**config.mk**
```make
export PLATFORM = sky130hd
export DESIGN_NAME = bit_count_unit
export DESIGN_NICKNAME = d
export VERILOG_FILES = /design/src/rtl/bit_count_pkg.sv /design/src/rtl/bit_count_chunk.sv /design/src/rtl/bit_count_unit.sv
export SDC_FILE = /design/constraint.sdc
export NUM_CORES = 1
export LEC_CHECK = 0
export BUFFER_PORTS_ARGS = -buffer_cell sky130_fd_sc_hd__buf_2
export CAP_MARGIN = 25
export CORE_MARGIN = 2
export CORE_UTILIZATION = 40
export CTS_BUF_LIST = sky130_fd_sc_hd__clkbuf_4 sky130_fd_sc_hd__clkbuf_8
export CTS_CLUSTER_SIZE = 24
export DETAILED_ROUTE_END_ITERATION = 10
export PLACE_DENSITY_LB_ADDON = 0.08
export SLEW_MARGIN = 10
export SYNTH_ARGS = -nofsm -noshare
export SYNTH_HDL_FRONTEND = slang
export SYNTH_SLANG_ARGS = --single-unit
```
**constraint.sdc**
```tcl
create_clock -name clk -period 8.7 [get_ports clk]
set_clock_uncertainty 0.2 [all_clocks]
set_input_delay 1.74 -clock clk [delete_from_list [all_inputs] [get_ports clk]]
set_output_delay 1.74 -clock clk [all_outputs]
set_load 0.03 [all_outputs]
```
**src/rtl/bit_count_pkg.sv**
```systemverilog
// Shared types for the bit-statistics engine: count modes and FSM states.
package bit_count_pkg;

  typedef enum logic [1:0] {
    MODE_POP1 = 2'd0,
    MODE_POP0 = 2'd1,
    MODE_LZC  = 2'd2,
    MODE_TZC  = 2'd3
  } mode_e;

  typedef enum logic [1:0] {
    IDLE  = 2'd0,
    COUNT = 2'd1,
    DONE  = 2'd2
  } state_e;

endpackage

```
**src/rtl/bit_count_chunk.sv**
```systemverilog
// Combinational evaluation of one CHUNK-bit slice: population count,
// number of zeros before the first 1 in the chosen scan direction, and
// whether the slice contains any 1 at all.
module bit_count_chunk #(
  parameter int CHUNK = 8,
  localparam int CCW = $clog2(CHUNK + 1)
) (
  input  logic [CHUNK-1:0] bits,
  input  logic             from_msb,
  output logic [CCW-1:0]   ones,
  output logic [CCW-1:0]   lead,
  output logic             hit
);

  // Single pass: count ones everywhere, count zeros only until the first 1.
  always_comb begin
    ones = '0;
    lead = '0;
    hit  = 1'b0;
    for (int i = 0; i < CHUNK; i++) begin
      ones = ones + CCW'(bits[i]);
      if (!hit) begin
        if (bits[from_msb ? (CHUNK - 1 - i) : i]) hit = 1'b1;
        else                                      lead = lead + CCW'(1);
      end
    end
  end

endmodule

```
**src/rtl/bit_count_unit.sv**
```systemverilog
// Multi-cycle bit-statistics engine. A word accepted in IDLE is scanned
// CHUNK bits per cycle; the count is presented in DONE until consumed.
//
//   state | meaning
//   IDLE  | Ready high, waiting for a request
//   COUNT | one chunk accumulated per cycle, early exit on LZC/TZC hit
//   DONE  | OutValid high, result held until OutReady
module bit_count_unit
  import bit_count_pkg::*;
#(
  parameter int WIDTH = 32,
  parameter int CHUNK = 8,
  localparam int CW = $clog2(WIDTH + 1)
) (
  input  logic             clk,
  input  logic             rst,
  input  logic             Valid,
  input  logic [1:0]       Mode,
  input  logic [WIDTH-1:0] DataIn,
  output logic             Ready,
  output logic             OutValid,
  input  logic             OutReady,
  output logic [CW-1:0]    DataOut
);

  localparam int N   = WIDTH / CHUNK;
  localparam int CCW = $clog2(CHUNK + 1);
  localparam int IW  = (N > 1) ? $clog2(N) : 1;

  generate
    if (WIDTH < 1 || (WIDTH % CHUNK) != 0) begin : g_bad_params
      $error("bit_count_unit: WIDTH must be >= 1 and a multiple of CHUNK");
    end
  endgenerate

  state_e           state, state_nxt;
  mode_e            mode_q;
  logic [WIDTH-1:0] word_q;
  logic [IW-1:0]    idx, phys;
  logic [CW-1:0]    acc, acc_nxt, add_v, dout;
  logic [CHUNK-1:0] chunk_bits;
  logic [CCW-1:0]   c_ones, c_lead;
  logic             c_hit, last, stop;

  // LZC walks chunks from the top of the word; every other mode from the bottom.
  always_comb begin
    phys = (mode_q == MODE_LZC) ? (IW'(N - 1) - idx) : idx;
    chunk_bits = '0;
    for (int i = 0; i < N; i++) begin
      if (phys == IW'(i)) chunk_bits = word_q[i*CHUNK +: CHUNK];
    end
  end

  bit_count_chunk #(.CHUNK(CHUNK)) u_chunk (
    .bits     (chunk_bits),
    .from_msb (mode_q == MODE_LZC),
    .ones     (c_ones),
    .lead     (c_lead),
    .hit      (c_hit)
  );

  // Per-chunk contribution and the early-termination decision.
  always_comb begin
    case (mode_q)
      MODE_POP1: add_v = CW'(c_ones);
      MODE_POP0: add_v = CW'(CHUNK) - CW'(c_ones);
      default:   add_v = c_hit ? CW'(c_lead) : CW'(CHUNK);
    endcase
    acc_nxt = acc + add_v;
    last    = (idx == IW'(N - 1));
    stop    = last || (c_hit && (mode_q == MODE_LZC || mode_q == MODE_TZC));
  end

  // State register.
  always_ff @(posedge clk or posedge rst) begin
    if (rst) state <= IDLE;
    else     state <= state_nxt;
  end

  // Next-state and handshake outputs.
  always_comb begin
    state_nxt = state;
    Ready     = 1'b0;
    OutValid  = 1'b0;
    case (state)
      IDLE: begin
        Ready = 1'b1;
        if (Valid) state_nxt = COUNT;
      end
      COUNT: begin
        if (stop) state_nxt = DONE;
      end
      DONE: begin
        OutValid = 1'b1;
        if (OutReady) state_nxt = IDLE;
      end
      default: state_nxt = IDLE;
    endcase
  end

  // Datapath: capture request, accumulate, and latch the result on entry to DONE.
  // dout is separate from acc so the last result survives the next acceptance.
  always_ff @(posedge clk or posedge rst) begin
    if (rst) begin
      word_q <= '0;
      mode_q <= MODE_POP1;
      idx    <= '0;
      acc    <= '0;
      dout   <= '0;
    end else begin
      case (state)
        IDLE: begin
          if (Valid) begin
            word_q <= DataIn;
            mode_q <= mode_e'(Mode);
            idx    <= '0;
            acc    <= '0;
          end
        end
        COUNT: begin
          acc <= acc_nxt;
          if (stop) dout <= acc_nxt;
          else      idx  <= idx + IW'(1);
        end
        default: ;
      endcase
    end
  end

  assign DataOut = dout;

endmodule
```
==> results of run 1 <==
-- path summary, 6_finish.rpt --
check / end / from / slack, ns / depth (start not counted)
min reg2reg: DataOut[2] / DataOut[2] / 0.29 / 1
max in group asynchronous: word_q[3] / rst / 6.47 / 3
min: DataOut[2] / DataOut[2] / 0.29 / 1
min in group asynchronous: word_q[31] / rst / 1.39 / 3
max: DataOut[5] / mode_q[1] / 1.99 / 26
max reg2reg: DataOut[5] / mode_q[1] / 1.99 / 26
-- per-stage QoR --
| step | instances | hold WS, ns |
|---|---|---|
| floorplan | 375 | 0.272 |
| global placement | 511 | 0.272 |
| detailed placement | 512 | 0.276 |
| CTS | 519 | 0.299 |
| global route | 519 | 0.313 |
| finish | 519 | 0.293 |
-- flip-flops by register name, indices dropped and copies added, names as in the netlist --
name,cells
idx,2
acc,6
state,2
DataOut,6
word_q,32
mode_q,2
-- cell usage in the layout, fill, tap and decap left out, types with 6 or more instances in the layout --
cell,instances
nand2_1,118
dfrtp_1,50
buf_2,45
inv_1,21
ha_1,15
mux4_2,14
a21oi_1,14
mux2i_1,13
nor2_1,10
xnor2_1,9
nor2b_1,7
nand2b_1,6
-- kinds of logic after synthesis --
logic type                 count (synthesis)
xor gates and xnor gates                  11
AOI/OAI and AO/OA                         46
adders and majority gates                 20
and+or+nand+nor                          172
muxes                                     36
buffers and inverters                     40
DFF                                       50
-- routing by layer --
metal	vias to the layer above	part of all wire [%]
met5	-	0
met4	0	0.71
met3	4	3.4
met2	58	44
met1	1325	52
li1	1367	-
-- cells in the mapped netlist (2+ instances only) --
cell,n
a21o_1,2
a21oi_1,14
a22o_1,5
a22oi_1,2
a31oi_1,3
and2_1,3
buf_2,5
buf_4,2
clkbuf_1,10
dfrtp_1,50
fa_1,5
ha_1,15
inv_1,22
mux2_1,5
mux2_2,3
mux2i_1,13
mux4_2,14
nand2_1,118
nand2b_1,6
nand4_1,3
nor2_1,10
nor2b_1,7
nor3_1,5
nor3b_1,4
nor4_1,4
nor4b_1,3
o21ai_0,4
o21bai_1,3
o22a_1,2
o22ai_1,2
or3_1,4
xnor2_1,9
-- cell type report --
type / count / area share [%]
well taps: 105 / 3.41
flip-flops and latches: 50 / 32.4
clock inverters: 2 / 0.357
repair buffers: 50 / 6.81
multi-input cells: 285 / 53.1
clock buffers: 5 / 1.78
inverters: 22 / 2.14
-- worst max-delay path, cell delays in order, from the launching register on --
cell      delay, ns
dfrtp_1        0.55
nor2b_1        0.65
xnor2_1        0.32
buf_4          0.26
mux4_2         0.49
or3_1          0.31
o31ai_1        0.13
ha_1           0.33
inv_1          0.06
a21oi_1        0.06
ha_1           0.30
mux2i_1        0.07
a21oi_1        0.30
ha_1           0.30
mux2_2         0.26
ha_1           0.26
nand2_1        0.05
nand2_1        0.05
mux2i_1        0.20
o22ai_1        0.11
ha_1           0.29
a21o_1         0.16
a21oi_1        0.21
o21bai_1       0.09
a21oi_1        0.18
xor2_1         0.10
mux2_1         0.28
==> flow_summary.json, run 1 <==
{
  "run_status": "finished, final reports clean",
  "fin_area_sq_um": 3860,
  "n_antenna_cell": 0,
  "grt_pass1_vias": 2741,
  "die_h_microns": 97.1,
  "synth_simple_gate_area_share_pct": 22.4,
  "place.gp.congestion": 0.845,
  "avgSynthCellArea_sq_um": 9.25,
  "rows": 33,
  "critPathMaxFanout": 11,
  "hp-class": "flop to flop",
  "syn-cell-area_sq_um": 3470,
  "regArea_sq_um": 1250,
  "fmax_ghz": 0.149,
  "ys_ff_latch": 50,
  "drc": 0,
  "htree_levels": 2,
  "synth_compound_area_share_pct": 9.48,
  "required_ns": 8.69,
  "num_io_pins": 46,
  "synth_top_family_by_area": "simple AND/OR/NAND/NOR gates",
  "cts_inserted_buffers": 5,
  "grt_use_met2_pct": 27.2,
  "multi_input_area_sq_um": 2050,
  "dpl_cell_area_sq_um": 3770,
  "nFillCells": 818,
  "vias_per_cell": 5.31,
  "synthDistinctLibCells": 50,
  "crit_path_start_kind": "flop",
  "cap_violations": 0,
  "grt_max_degree": 51,
  "fin_setup_tns_ns": 0,
  "min_period_ns": 6.71,
  "worst_pin_slew_ns": 0.932,
  "rsz0062_at_grt": "no",
  "grt_overflow": 0,
  "slew_viol_final": 0,
  "drtPass1Iterations": 5,
  "use_met3_pct": 2.66,
  "cts.reportedPaths.clkPinSlew_ns": 0.09,
  "relSlewSlack_pct": 37.9,
  "seq_area_frac_synth_pct": 36.1,
  "grt_pass1_wl_mm": 13.8,
  "setup_slack_ns": 1.99,
  "synth_xor_area_share_pct": 2.99,
  "dieArea_sq_um": 9440,
  "worstSkewPairLatency_ns": 0.30,
  "async_flop_share_pct": 100,
  "antenna_found_initial": 0,
  "cp-end-kind": "flop",
  "yosysWarningCount": 0,
  "syn_inst": 375,
  "busiest_layer": "met2",
  "dominantRegCellSynth": "dfrtp_1",
  "yosys.area_share.adder_pct": 8.29,
  "synth.area.top_cells": "dfrtp_1 (36%), nand2_1 (13%), mux4_2 (9.1%), ha_1 (5.4%), mux2i_1 (3.8%)",
  "setup_viol": 0,
  "worst-setup-path-type": "flop to flop",
  "finalWirelength_mm": 7.92,
  "drive_gt1_share_pct": 19.8,
  "synth.area.mux_share_pct": 15.8,
  "cts_tree": "done",
  "crit_arrival_ns": 6.70,
  "area_growth_pct": 11.2,
  "dieWidth_microns": 97.1,
  "io_buffers": 45,
  "final_hold_viol_count": 0,
  "utilization_pct": 46.5,
  "globalRouteMet1Util_pct": 27.0,
  "dp_hpwl_mm": 5.87,
  "synth_fp_nets": 433,
  "ant_nets": 0,
  "clockBufferDepth": 2,
  "cts_root_buf": "clkbuf_8",
  "core_sq_um": 8300,
  "netlist.area_leader.share_pct": 36.1,
  "layout.nets": 472,
  "vias": 2754,
  "grt.total_usage_pct": 17.8,
  "first_iter_violations": 107,
  "holdBufCountCts": 0,
  "wire_per_inst_microns": 15.3,
  "finalCritPeriodShare_pct": 77.1,
  "cts_setup_buffers": 0,
  "synth_edf_count": 0,
  "dpl_worst_slack_ns": 1.99,
  "initial_core_util_pct": 41.8,
  "cts.sinks": 50,
  "cts_resized": 0,
  "yosys.area.top_type": "dfrtp_1"
}
Power of run 1 is left out: the tool's default activity adds up to more than one toggle a clock period on the data nets, which glitch-free logic cannot reach.
==> run 2: changes to the inputs <==
==> constraint.sdc (replaced) <==
create_clock -name clk -period 6.7 [get_ports clk]
set_clock_uncertainty 0.2 [all_clocks]
set_input_delay 1.34 -clock clk [delete_from_list [all_inputs] [get_ports clk]]
set_output_delay 1.34 -clock clk [all_outputs]
set_load 0.03 [all_outputs]
==> run 2 against run 1 <==
  * Via count rose by 1.1%
  * Count of clock-buffer cells in the layout rose by 2
  * Register-to-register slack got worse by 1.5 ns
  * Sequential share of layout area fell by 0.75 points
  * Wire length rose by 1.4%
  * Critical path type unchanged
  * Non-clock buffer count rose by 5
  * Die area did not move
  * Critical endpoint unchanged
==> flow_summary.json, run 2 (synthesis gave the netlist of run 1 again) <==
{
  "wire_per_inst_microns": 15.3,
  "worstSkewPairLatency_ns": 0.30,
  "crit_arrival_ns": 6.16,
  "hp-class": "flop to flop",
  "crit_path_start_kind": "flop",
  "fin_cells": 525,
  "n_antenna_cell": 0,
  "rr_worst_depth": 20,
  "vias_per_cell": 5.30,
  "core_sq_um": 8300,
  "drive_gt1_share_pct": 21.2,
  "min_period_ns": 6.17,
  "grt.total_usage_pct": 18.5,
  "area_growth_pct": 13.8,
  "dp_hpwl_mm": 6.16,
  "largest_register_ffs": 32,
  "htree_levels": 2,
  "first_iter_violations": 77,
  "ant_nets": 0,
  "cts_setup_buffers": 0,
  "place_inst": 517,
  "dieArea_sq_um": 9440,
  "layout_common_cells": "nand2_1 (118), dfrtp_1 (50), buf_2 (45), inv_1 (21), ha_1 (15)",
  "critPathMaxFanout": 10,
  "setup_viol": 0,
  "grt_overflow": 0,
  "worst-setup-path-type": "flop to flop",
  "layout.nets": 477,
  "drc": 0,
  "num_io_pins": 46,
  "rows": 33,
  "mostFrequentLayoutCell": "nand2_1",
  "io_buffers": 45,
  "dieWidth_microns": 97.1,
  "cts_root_buf": "clkbuf_8",
  "worst_pin_slew_ns": 0.590,
  "fin_area_sq_um": 3950,
  "required_ns": 6.69,
  "clockBufferDepth": 2,
  "fmax_ghz": 0.162,
  "place.gp.congestion": 0.845,
  "run_status": "finished, final reports clean",
  "initial_core_util_pct": 41.8,
  "dpl_cell_area_sq_um": 3820,
  "grt_max_degree": 38,
  "vias": 2785,
  "grt_pass1_vias": 2846,
  "cts.sinks": 50,
  "cts.reportedPaths.clkPinSlew_ns": 0.09,
  "die_h_microns": 97.1,
  "finalWirelength_mm": 8.03,
  "grt_pass1_wl_mm": 14.3,
  "antenna_found_initial": 0,
  "drtPass1Iterations": 4,
  "slew_viol_final": 0,
  "hold_depth": 1,
  "rsz0062_at_grt": "no",
  "relSlewSlack_pct": 60.6,
  "finalCritPeriodShare_pct": 92.1,
  "cap_violations": 0,
  "holdBufCountCts": 0,
  "final_hold_viol_count": 0,
  "cp-end-kind": "flop",
  "cts_inserted_buffers": 5,
  "fin_setup_tns_ns": 0,
  "cts_tree": "done",
  "largest_register": "word_q"
}
run 2: changes by cell type in the layout (fill, tap and decap cells not counted), sizes merged:
cell and delta:
inv -1, buf +5, clkbuf +2
run 2: repair_timing:
item | 4_1_cts | 5_1_grt
endpoints found under the hold margin | 0 | 0
resized for setup | 0 | 2
endpoints found under the setup margin | 0 | 2
run 2: critical path: stages (launching register included):
cell,delay (ns)
dfrtp_1,0.38
nor2b_1,0.13
buf_4,0.18
xnor2_4,0.36
mux4_2,0.57
ha_1,0.30
inv_1,0.07
fa_1,0.43
fa_1,0.51
fa_1,0.44
fa_1,0.59
ha_1,0.25
a21oi_1,0.19
o22ai_1,0.11
ha_1,0.30
a21o_1,0.16
a21oi_1,0.22
o21bai_1,0.09
a21oi_1,0.17
xor2_1,0.10
mux2_1,0.29
run 2: per-layer routing:
| metal | up-vias | wire length (microns) | global-route usage, % | part of all wire, % |
|---|---|---|---|---|
| li1 | 1373 | - | - | - |
| met1 | 1353 | 4030 | 27.4 | 50 |
| met2 | 55 | 3620 | 28.6 | 45 |
| met3 | 4 | 330 | 3.09 | 4.1 |
| met4 | 0 | 44 | 3.90 | 0.55 |
| met5 | - | 0 | 0 | 0 |
run 2: metrics by stage:
step | util, % | setup slack, ns | hold slack [ns]
floorplan | - | 0.724 | 0.272
global placement | 45.8 | 0.428 | 0.273
detailed placement | 46.1 | 0.366 | 0.277
CTS | 47.4 | 0.326 | 0.299
global route | 47.6 | 0.110 | 0.306
finish | 47.6 | 0.532 | 0.293
run 2: path summary, 6_finish.rpt:
check	from	to	slack, ns
max	mode_q[1]	DataOut[5]	0.53
min	DataOut[2]	DataOut[2]	0.29
max reg2reg	mode_q[1]	DataOut[5]	0.53
min reg2reg	DataOut[2]	DataOut[2]	0.29
max in group asynchronous	rst	word_q[26]	4.90
min in group asynchronous	rst	word_q[31]	0.86
run 2: area by class of cell:
cell class                      count  area, sq um
Tap cell                          105          131
Inverter                           22         82.6
Sequential cell                    50         1250
Clock buffer                        7         96.3
Multi-Input combinational cell    285         2070
Fill cell                         810         4350
Clock inverter                      1         8.76
Timing Repair Buffer               55          313
Power of run 2 is left out for the same reason.
==> run 3: changes to the inputs <==
--- a/config.mk
+++ b/config.mk
@@ -5,14 +5,15 @@
 export SDC_FILE = /design/constraint.sdc
 export NUM_CORES = 1
 export LEC_CHECK = 0
-export BUFFER_PORTS_ARGS = -buffer_cell sky130_fd_sc_hd__buf_2
 export CAP_MARGIN = 25
 export CORE_MARGIN = 2
 export CORE_UTILIZATION = 40
 export CTS_BUF_LIST = sky130_fd_sc_hd__clkbuf_4 sky130_fd_sc_hd__clkbuf_8
 export CTS_CLUSTER_SIZE = 24
 export DETAILED_ROUTE_END_ITERATION = 10
+export DONT_BUFFER_PORTS = 1
 export PLACE_DENSITY_LB_ADDON = 0.08
+export RECOVER_POWER = 25
 export SLEW_MARGIN = 10
 export SYNTH_ARGS = -nofsm -noshare
 export SYNTH_HDL_FRONTEND = slang
==> run 3 against run 2 <==
  * The run now ends with max-capacitance violations, max-slew violations left
  * Count of clock-buffer cells in the layout is 1 lower
  * Hold slack better by 0.026 ns
  * Sequential cell count did not move
  * Critical path depth is the same
  * Utilization decreased by 3.0 points
  * First-iteration DRC count up 57%
  * Via count decreased by 5.5%
  * Maximum frequency fell by 1.2%
  * Critical endpoint unchanged
  * Highest routed layer unchanged
==> flow_summary.json, run 3 (synthesis gave the netlist of run 1 again) <==
{
  "run_status": "finished with violations",
  "violations": "max-capacitance violations, max-slew violations",
  "wire_per_inst_microns": 16.5,
  "worstPathCellList": "nor2b_1, buf_4, xnor2_4, mux4_2, ha_1, inv_1, fa_1, fa_1, fa_1, fa_1, ha_1, a21oi_1, o22ai_1, ha_1, a21o_1, a21oi_1, o21bai_1, a21oi_1, xor2_1, mux2_1",
  "grt_pass1_wl_mm": 13.6,
  "finalWirelength_mm": 7.94,
  "slowest_delay_ns": 0.58,
  "place.gp.congestion": 0.882,
  "path_depth": 20,
  "rows": 33,
  "slew_viol_final": 35,
  "largest_register": "word_q",
  "dieArea_sq_um": 9440,
  "finalCritPeriodShare_pct": 93.2,
  "first_iter_violations": 121,
  "min_period_ns": 6.24,
  "drive_gt1_share_pct": 11.2,
  "worst_pin_slew_ns": 1.78,
  "largest_register_ffs": 32,
  "n_antenna_cell": 0,
  "drtPass1Iterations": 4,
  "cts.sinks": 50,
  "grt_pass1_vias": 2634,
  "cp-end-kind": "flop",
  "fin_setup_tns_ns": 0,
  "ant_nets": 0,
  "critPathMaxFanout": 10,
  "vias": 2633,
  "cap_violations": 1,
  "timing.rr.start": "mode_q[1]",
  "setup_viol": 0,
  "rr_worst_depth": 20,
  "cts_setup_buffers": 0,
  "initial_core_util_pct": 41.8,
  "fmax_ghz": 0.160,
  "vias_per_cell": 5.49,
  "critPathTopFamily": "adder cells",
  "crit_end": "DataOut[5]",
  "core_sq_um": 8300,
  "crit_top_cell": "fa_1",
  "crit_path_start_kind": "flop",
  "io_buffers": 0,
  "drc": 0,
  "crit_arrival_ns": 6.24,
  "startpoint": "mode_q[1]",
  "htree_levels": 2,
  "grt_overflow": 0,
  "slowest_stage": "fa_1",
  "crit_buf_inv": 2,
  "worst-setup-path-type": "flop to flop",
  "die_h_microns": 97.1,
  "area_growth_pct": 6.67,
  "relSlewSlack_pct": -18.7,
  "hp-class": "flop to flop",
  "worstSkewPairLatency_ns": 0.31,
  "layout.nets": 432,
  "dp_hpwl_mm": 6.03,
  "final_hold_viol_count": 0,
  "dieWidth_microns": 97.1,
  "clockBufferDepth": 2,
  "num_io_pins": 46,
  "layout_common_cells": "nand2_1 (118), dfrtp_1 (50), inv_1 (22), ha_1 (15)",
  "cts_root_buf": "clkbuf_8",
  "rrSetupSlack_ns": 0.46,
  "required_ns": 6.69,
  "cts.reportedPaths.clkPinSlew_ns": 0.10,
  "grt_max_degree": 38,
  "antenna_found_initial": 0,
  "mostFrequentLayoutCell": "nand2_1",
  "cts_inserted_buffers": 5,
  "rsz0062_at_grt": "no",
  "cts_tree": "done",
  "r2r-end": "DataOut[5]",
  "grt.total_usage_pct": 17.7
}
## run 3: worst register-to-register path, delay by kind of cell (launching register included)
kind | cells | cell delay, ns
flops | 1 | 0.38
buf+inv | 2 | 0.26
xor+xnor | 2 | 0.48
compound gates | 6 | 0.99
mux | 2 | 0.87
simple gates | 1 | 0.12
fa+ha+maj | 7 | 2.84
## run 3: worst min path at each step
stage               startpoint     end  slack [ns]  depth (start not counted)
global placement        acc[0]  acc[0]        0.30                          1
CTS                     acc[0]  acc[0]        0.33                          1
finish                  acc[1]  acc[1]        0.32                          2
global route            acc[2]  acc[2]        0.35                          1
floorplan               acc[2]  acc[2]        0.27                          1
detailed placement      acc[0]  acc[0]        0.30                          1
## run 3: area by class of cell
type	instances	area, sq um
clock inverters	2	16.3
repair buffers	10	71.3
fillers	814	4600
inverters	22	82.6
multi-input cells	285	2070
well taps	105	131
clock buffers	6	82.6
flip-flops and latches	50	1250
## run 3: stage by stage
stage	setup slack, ns	util [%]	cell area, sq um	instances	hold slack (ns)
2_1_floorplan	0.724	-	3470	375	0.272
3_3_place_gp	0.369	43.1	3580	471	0.297
3_5_place_dp	0.261	43.4	3600	472	0.299
4_1_cts	0.228	44.6	3700	480	0.326
5_1_grt	0.0821	44.6	3700	480	0.352
6_report	0.457	44.6	3700	480	0.318
## run 3: what timing repair did
item / CTS / global route
endpoints found under the setup margin: 0 / 3
resized for setup: 0 / 2
hold buffers: 0 / 0
## run 3: per-layer routing
| layer | wire length [microns] | share of wire (%) | up-vias | global-route usage (%) |
|---|---|---|---|---|
| met4 | 67 | 0.84 | 0 | 3.36 |
| met2 | 3550 | 45 | 50 | 27.7 |
| met1 | 4020 | 51 | 1286 | 26.2 |
| li1 | - | - | 1292 | - |
| met3 | 292 | 3.7 | 5 | 2.66 |
| met5 | 0 | 0 | - | 0 |
Power of run 3 is left out for the same reason.
